`config.mk`:
```
export PLATFORM = sky130hd
export DESIGN_NAME = seq_scan_ctrl
export DESIGN_NICKNAME = d
export VERILOG_FILES = /design/src/rtl/seq_pkg.sv /design/src/rtl/seq_detect_core.sv /design/src/rtl/seq_scan_ctrl.sv
export SDC_FILE = /design/constraint.sdc
export NUM_CORES = 1
export LEC_CHECK = 0
export ABC_AREA = 0
export CORE_ASPECT_RATIO = 0.8
export CORE_MARGIN = 3
export CORE_UTILIZATION = 50
export DETAILED_ROUTE_END_ITERATION = 8
export MAX_ROUTING_LAYER = met4
export PLACE_DENSITY = 0.77
export SLEW_MARGIN = 20
export SYNTH_ARGS = -nofsm -noshare
export SYNTH_HDL_FRONTEND = slang
export SYNTH_SLANG_ARGS = --single-unit
export TNS_END_PERCENT = 50
```
`constraint.sdc`:
```
create_clock -name clk -period 2.2 [get_ports clk]
set_input_delay 0.66 -clock clk [delete_from_list [all_inputs] [get_ports clk]]
set_output_delay 0.66 -clock clk [all_outputs]
set_load 0.02 [all_outputs]
```
`src/rtl/seq_pkg.sv`:
```
// seq_pkg: shared encodings for the "1101" scan controller and its detector core.
//   det_state_t  : detector states S0 (idle), S1 ("1"), S2 ("11"), S3 ("110")
//   ctrl_state_t : controller states IDLE, SHIFT, REPORT
//   PATTERN      : the detected bit pattern, first bit at the MSB
package seq_pkg;

    typedef enum logic [1:0] {S0, S1, S2, S3} det_state_t;

    typedef enum logic [1:0] {IDLE, SHIFT, REPORT} ctrl_state_t;

    localparam logic [3:0] PATTERN = 4'b1101;

endpackage

```
`src/rtl/seq_detect_core.sv`:
```
// seq_detect_core: bit-serial Mealy detector for "1101" with overlap.
//   clk   : rising-edge clock
//   rst   : asynchronous active-high reset to S0
//   clr   : synchronous clear to S0, wins over en
//   en    : advance the state on din this cycle
//   din   : serial input bit
//   match : combinational, high in the cycle of the completing bit
module seq_detect_core
    import seq_pkg::*;
(
    input  logic clk,
    input  logic rst,
    input  logic clr,
    input  logic en,
    input  logic din,
    output logic match
);

    det_state_t state, state_nx;

    always_ff @(posedge clk or posedge rst) begin
        if (rst)
            state <= S0;
        else if (clr)
            state <= S0;
        else if (en)
            state <= state_nx;
    end

    // After a match the trailing "1" is kept as S1 so overlapping matches are found.
    always_comb begin
        state_nx = S0;
        case (state)
            S0: state_nx = din ? S1 : S0;
            S1: state_nx = din ? S2 : S0;
            S2: state_nx = din ? S2 : S3;
            S3: state_nx = din ? S1 : S0;
            default: state_nx = S0;
        endcase
    end

    assign match = en & (state == S3) & din;

endmodule

```
`src/rtl/seq_scan_ctrl.sv`:
```
// seq_scan_ctrl: accepts words over valid/ready, shifts them MSB-first into the
// "1101" detector and reports a per-bit match mask and match count.
//   clk, rst             : clock, asynchronous active-high reset
//   in_valid/in_ready    : input word handshake
//   in_data              : word to scan, bit W-1 first
//   in_cont              : 1 keeps detector history, 0 clears it before scanning
//   out_valid/out_ready  : result handshake
//   out_count, out_mask  : number of matches, bit i set = match completed on bit i
//   busy                 : high in SHIFT or REPORT
module seq_scan_ctrl
    import seq_pkg::*;
#(
    parameter  int W  = 8,
    localparam int CW = $clog2(W + 1)
) (
    input  logic          clk,
    input  logic          rst,
    input  logic          in_valid,
    output logic          in_ready,
    input  logic [W-1:0]  in_data,
    input  logic          in_cont,
    output logic          out_valid,
    input  logic          out_ready,
    output logic [CW-1:0] out_count,
    output logic [W-1:0]  out_mask,
    output logic          busy
);

    localparam int IW = $clog2(W);

    ctrl_state_t   state, state_nx;
    logic [W-1:0]  sr, mask;
    logic [CW-1:0] count;
    logic [IW-1:0] idx;
    logic          accept, clr, en, din, match;

    assign accept = in_valid & in_ready;

    always_ff @(posedge clk or posedge rst) begin
        if (rst)
            state <= IDLE;
        else
            state <= state_nx;
    end

    always_comb begin
        state_nx = state;
        case (state)
            IDLE:    state_nx = accept ? SHIFT : IDLE;
            SHIFT:   state_nx = (idx == '0) ? REPORT : SHIFT;
            REPORT:  state_nx = out_ready ? IDLE : REPORT;
            default: state_nx = IDLE;
        endcase
    end

    // in_ready is gated by rst so nothing is accepted while reset is held.
    always_comb begin
        in_ready  = (state == IDLE) & ~rst;
        out_valid = state == REPORT;
        busy      = state != IDLE;
        en        = state == SHIFT;
        clr       = accept & ~in_cont;
        din       = sr[idx];
    end

    always_ff @(posedge clk or posedge rst) begin
        if (rst) begin
            sr    <= '0;
            mask  <= '0;
            count <= '0;
            idx   <= '0;
        end else if (accept) begin
            sr    <= in_data;
            mask  <= '0;
            count <= '0;
            idx   <= IW'(W - 1);
        end else if (en) begin
            if (match) begin
                mask[idx] <= 1'b1;
                count     <= count + CW'(1);
            end
            idx <= idx - IW'(1);
        end
    end

    assign out_count = count;
    assign out_mask  = mask;

    seq_detect_core u_core (
        .clk   (clk),
        .rst   (rst),
        .clr   (clr),
        .en    (en),
        .din   (din),
        .match (match)
    );

endmodule
```
==> results.cfg, run 1 <==
[clocking]
post-cts-setup-buffer-count = 0
cts_tree = yes
clk-insertion-delay-late_ns = 0.28
cts.reportedPaths.clkPinSlew_ns = 0.10
htreeDepth = 1
cts_made_buffers = 3
clock_tree.root_cell = clkbuf_8
cts.sinks = 27
clockBufferDepth = 2

[yosys]
synth_sequential_area_ratio_pct = 43.3
synth.avg_cell_area_um2 = 10.9
synth_ff_type = dfrtp_1
yosysTopAreaCell = dfrtp_1
yosysWarnings = 0
ys_top_cells_by_area = dfrtp_1, ha_1, mux2_4
yosys_register_bits = 27
synth_top_area_share_pct = 43.3
ys_types = 50
syn_area_um2 = 1560
synthCells = 143
synth_nets = 162
async_flop_share_pct = 100
synth_edf_count = 0

[layout]
antenna_cells = 0
post-route-util_pct = 67.4
nNetsFinal = 193
syn_to_final_growth_pct = 23.9
fill_cells = 231
drive_above_1_share_pct = 19.7

[place]
hpwl_um = 2590
gp_congestion = 0.818
portBuffers = 27

[global_routing]
grt_use_total_pct = 20.3
grt_pass1_vias = 1271
grt_max_degree = 28
grt_pass1_wl_um = 5870
antenna_found_initial = 0
grt-ovfl-total = 0

[timing]
max_freq_mhz = 472
worst_pin_slew_ns = 0.603
maxSlewHeadroom_pct = 59.7
period_share_pct = 96.3
finalSetupViolations = 0
min_period_ns = 2.12
finalClockSkew_ns = 0.00496
tns_ns = 0
rsz0062_at_grt = false
hold_viol_final = 0
drv_slew = 0

[drt]
drt-total-wl_um = 3410
drt-initial-drc-count = 126
vias_per_cell = 5.92
wl_per_cell_um = 16.2
drtAntennaViolNets = 0
drt-pass1-iter-count = 4
num_vias = 1250
drc = 0

[critical_path]
crit_family = simple AND/OR/NAND/NOR gates
slowest_delay_ns = 0.57
crit_arrival_ns = 2.26
crit_required_ns = 2.34
slowest_stage = or4b_4
startpoint_type = primary input
crit_buf_inv = 2
path_cells = clkdlybuf4s50_1 -> buf_4 -> or4b_4 -> o21ai_0 -> o221ai_1
cp-end-kind = flop
cp_max_fo = 3
criticalPathCategory = primary input to flop

[power]
p_comb_share_pct = 53.8
total_power_mw = 2.52
switching_share_pct = 43.4
leakage_nw = 0.863
irDropWorstVdd_mv = 0.611
power.density_nw_per_um2 = 1310
seq_power_share_pct = 34.5
clkPwrFrac_pct = 11.7
switching_power_mw = 1.10
p_int_mw = 1.43

[floorplanning]
start_util_pct = 54.4
fp.dieH_um = 56.0
die_w_um = 68.5
ios = 28
num_rows = 17
die_area_um2 = 3830
core_area_um2 = 2870

[outcome]
outcome = finished clean

[worst_hold_path]
hold_class = flop to flop

[run]
drv_cap = 0
## flip-flops by register name, summed over array words and instances, names as in the netlist
signal / flops
idx: 3
out_count: 4
out_mask: 8
sr: 8
state: 2
u_core.state: 2
## cell usage after synthesis (2+ instances only)
library cell	n
a32o_1	2
mux2_2	3
dfrtp_1	27
buf_2	2
a21oi_1	3
a211oi_2	3
o31ai_1	2
a211o_1	2
mux2_4	5
buf_6	2
and2_1	2
o211ai_1	2
nor3_1	3
inv_1	8
o21ai_0	8
o41ai_2	3
clkbuf_1	2
nand3_1	5
nand3b_1	2
nand2_1	19
or4_1	2
nor2b_1	2
ha_1	6
mux2i_1	2
## cell type report
class                           count  area, um^2  area share (%)
Inverter                            8        30.0            1.55
Multi-Input combinational cell    100         788            40.8
Clock buffer                        3        41.3            2.13
Tap cell                           38        47.5            2.46
Clock inverter                      1        7.51           0.388
Timing Repair Buffer               34         344            17.8
Sequential cell                    27         676            34.9
## kinds of logic (layout without fill, tap and decap cells)
family	count (synthesis)	count (layout)	share of synthesized area, %
AND/OR/NAND/NOR	46	46	16.0
buffers and inverters	16	46	6.25
multiplexers	10	10	8.25
flip-flops	27	27	43.3
AO/OA/AOI/OAI	38	38	21.4
adder cells (fa/ha/maj)	6	6	4.81
## tightest hold or removal path, stage by stage, from the launching register on
cell	delay [ns]
dfrtp_1	0.35
nand2_1	0.04
o21ai_0	0.05
## through the flow
stage	hold slack [ns]	instances	setup WS, ns	cell area (um^2)
2_1_floorplan	0.474	143	0.335	1560
3_3_place_gp	0.463	207	-0.242	1890
3_5_place_dp	0.466	207	-0.259	1890
4_1_cts	0.490	211	0.0195	1940
5_1_grt	0.512	211	0.0126	1930
6_report	0.482	211	0.0805	1930
## power by group through the flow
stage          Clock, mW  Combinational [mW]  Sequential, mW
2_1_floorplan          0               0.981           0.852
4_1_cts            0.305                1.36           0.867
5_1_grt            0.321                1.49           0.896
6_report           0.297                1.36           0.870
3_3_place_gp           0                1.31           0.860
3_5_place_dp           0                1.36           0.873
## routing by layer
metal  up-vias  GRT usage, %  routed length [um]
li1        589             -                   -
met1       630          26.9                1510
met2        27          31.4                1740
met3         4          5.05                 148
met4         0          3.68                  20
met5         -             -                   0
## final timing paths
check                                   startpoint  slack, ns  depth (start not counted)                     endpoint
min in group asynchronous                      rst       0.89                          4           idx[1]$_DFFE_PP0P_
min reg2reg                out_mask[3]$_DFFE_PP0P_       0.48                          2      out_mask[3]$_DFFE_PP0P_
max                                            rst       0.08                          5  u_core.state[0]$_DFFE_PP0P_
max in group asynchronous                      rst       1.05                          4           idx[0]$_DFFE_PP0P_
min                        out_mask[3]$_DFFE_PP0P_       0.48                          2      out_mask[3]$_DFFE_PP0P_
max reg2reg                     idx[1]$_DFFE_PP0P_       0.40                          4     out_count[3]$_DFFE_PP0P_
## cell usage in the layout, fill, tap and decap left out, types with 2 or more instances in the layout
cell and count:
nand3b_1 2, o21ai_0 8, nor3_1 3, o211ai_1 2, buf_4 5, o31ai_1 2
a211o_1 2, clkdlybuf4s50_1 24, o41ai_2 3, buf_12 2, or4_1 2, nor2b_1 2
inv_1 8, and2_1 2, mux2_2 3, a32o_1 2, a21oi_1 3, dfrtp_1 27
clkbuf_8 3, mux2i_1 2, nand3_1 5, mux2_4 5, a211oi_2 3, ha_1 6
nand2_1 19
## repair_timing
| action | CTS | global route |
|---|---|---|
| gates resized for setup | 2 | 3 |
| endpoints found under the setup margin | 2 | 2 |
| hold buffers | 0 | 0 |
Power figures use the tool's default switching activity.
==> inputs of run 2 (changes only) <==
Settings changed: GPL_TIMING_DRIVEN from default to 0.
==> run 2 against run 1 <==
Setup slack improved by 0.023 ns. Clock skew fell by 0.00083 ns. Die area did not move. Sequential cell count did not move. Combinational power rose by 4%. Maximum frequency rose by 1.1%. Total power rose by 0.71%. Clock power barely moved. Highest routed layer unchanged.
==> results.cfg, run 2 (synthesized netlist as in run 1, its figures left out) <==
[clocking]
htreeDepth = 1
cts_resized = 4
cts_made_buffers = 3
cts.sinks = 27
cts.reportedPaths.clkPinSlew_ns = 0.09
clk-insertion-delay-late_ns = 0.28
clock_tree.root_cell = clkbuf_8
hold_buffers = 0
post-cts-setup-buffer-count = 0
clockBufferDepth = 2
cts_tree = yes

[timing]
max_freq_mhz = 477
period_share_pct = 95.3
min_period_ns = 2.10
hold_viol_final = 0
finalClockSkew_ns = 0.00413
worst_pin_slew_ns = 0.978
drv_slew = 0
rsz0062_at_grt = false
holdWs_ns = 0.494
maxSlewHeadroom_pct = 34.4
finalSetupViolations = 0

[drt]
drt-total-wl_um = 3550
drc = 0
num_vias = 1260
drt-pass1-iter-count = 4
vias_per_cell = 5.94
drt-initial-drc-count = 93
wl_per_cell_um = 16.7
drtAntennaViolNets = 0

[critical_path]
slowest_delay_ns = 0.55
cp-end-kind = flop
slowest_stage = or4b_4
crit_arrival_ns = 2.26
crit_buf_inv = 3
crit_required_ns = 2.37
path_cells = clkdlybuf4s50_1 -> or4b_4 -> buf_6 -> buf_12 -> mux2_4
criticalPathCategory = primary input to flop
startpoint_type = primary input
crit_family = buffers and inverters
cp_max_fo = 10

[place]
postPlaceCellArea_um2 = 1880
hpwl_um = 2550
portBuffers = 27
gp_congestion = 0.775

[floorplanning]
ios = 28
die_area_um2 = 3830
die_w_um = 68.5
num_rows = 17
core_area_um2 = 2870
fp.dieH_um = 56.0
start_util_pct = 54.4

[global_routing]
grt_pass1_vias = 1289
grt_use_total_pct = 21.1
grt-ovfl-total = 0
grt_pass1_wl_um = 5980
antenna_found_initial = 0
grt_max_degree = 28

[power]
switching_share_pct = 43.7
p_comb_share_pct = 56.0
clkPwrFrac_pct = 11.6
irDropWorstVdd_mv = 0.663
leakage_nw = 0.844
switching_power_mw = 1.11
seq_power_share_pct = 32.4
p_int_mw = 1.43
total_power_mw = 2.54
power.density_nw_per_um2 = 1320

[worst_hold_path]
hold_class = flop to flop

[layout]
regArea_um2 = 676
antenna_cells = 0
drive_above_1_share_pct = 19.0
fin_area_um2 = 1920
nNetsFinal = 194
final_cell_mix = dfrtp_1, clkdlybuf4s50_1, nand2_1
final_common_cell = dfrtp_1
multi_input_area_um2 = 788
fill_cells = 225
syn_to_final_growth_pct = 23.0

[outcome]
outcome = finished clean

[run]
drv_cap = 0
run 2: changes by cell type in the layout (fill, tap and decap cells not counted), sizes merged:
cell	change
clkbuf	+2
dlygate4sd2	+1
dlymetal6s2s	-1
clkinv	+1
inv	-1
buf	-1
run 2: final timing paths:
path,from,end,slack [ns],depth (start not counted)
max reg2reg,idx[0]$_DFFE_PP0P_,out_mask[2]$_DFFE_PP0P_,0.42,4
min reg2reg,out_mask[5]$_DFFE_PP0P_,out_mask[5]$_DFFE_PP0P_,0.49,2
max in group asynchronous,rst,out_mask[2]$_DFFE_PP0P_,0.90,2
min in group asynchronous,rst,sr[7]$_DFFE_PP0P_,0.84,2
min,out_mask[5]$_DFFE_PP0P_,out_mask[5]$_DFFE_PP0P_,0.49,2
max,rst,sr[3]$_DFFE_PP0P_,0.10,5
run 2: layout make-up:
cell class,count,area share (%)
clock buffer,3,2.15
inverter,8,1.56
buffer,8,3.52
sequential,27,35.2
tap,38,2.48
timing repair buffer,27,13.7
clock inverter,1,0.391
multi-input combinational,100,41.0
run 2: worst min-delay path, delay by kind of cell, from the launching register on:
family / cells / cell delay (ns)
flip-flops: 1 / 0.36
AND/OR/NAND/NOR: 1 / 0.05
AO/OA/AOI/OAI: 1 / 0.05
run 2: stage by stage:
step                setup TNS (ns)  worst slack [ns]  util [%]  cells
finish                           0             0.104      66.9    212
global route                     0            0.0288      66.9    212
CTS                              0           0.00419      67.1    212
detailed placement           -3.36            -0.292      65.4    208
global placement             -2.68            -0.267      65.4    208
floorplan                        0             0.335         -    143
run 2: power by group through the flow:
stage	Sequential (mW)	Combinational (mW)	Clock, mW
after global placement	0.816	1.37	0
final	0.824	1.42	0.295
after global routing	0.845	1.56	0.324
after detailed placement	0.828	1.42	0
after floorplan	0.852	0.981	0
after CTS	0.821	1.42	0.303
run 2: layer usage:
metal	GRT usage, %	vias to the layer above	share of wire (%)
li1	-	593	-
met1	27.7	626	45
met2	32.2	37	49
met3	4.85	4	4.8
met4	5.95	0	0.51
met5	-	-	0
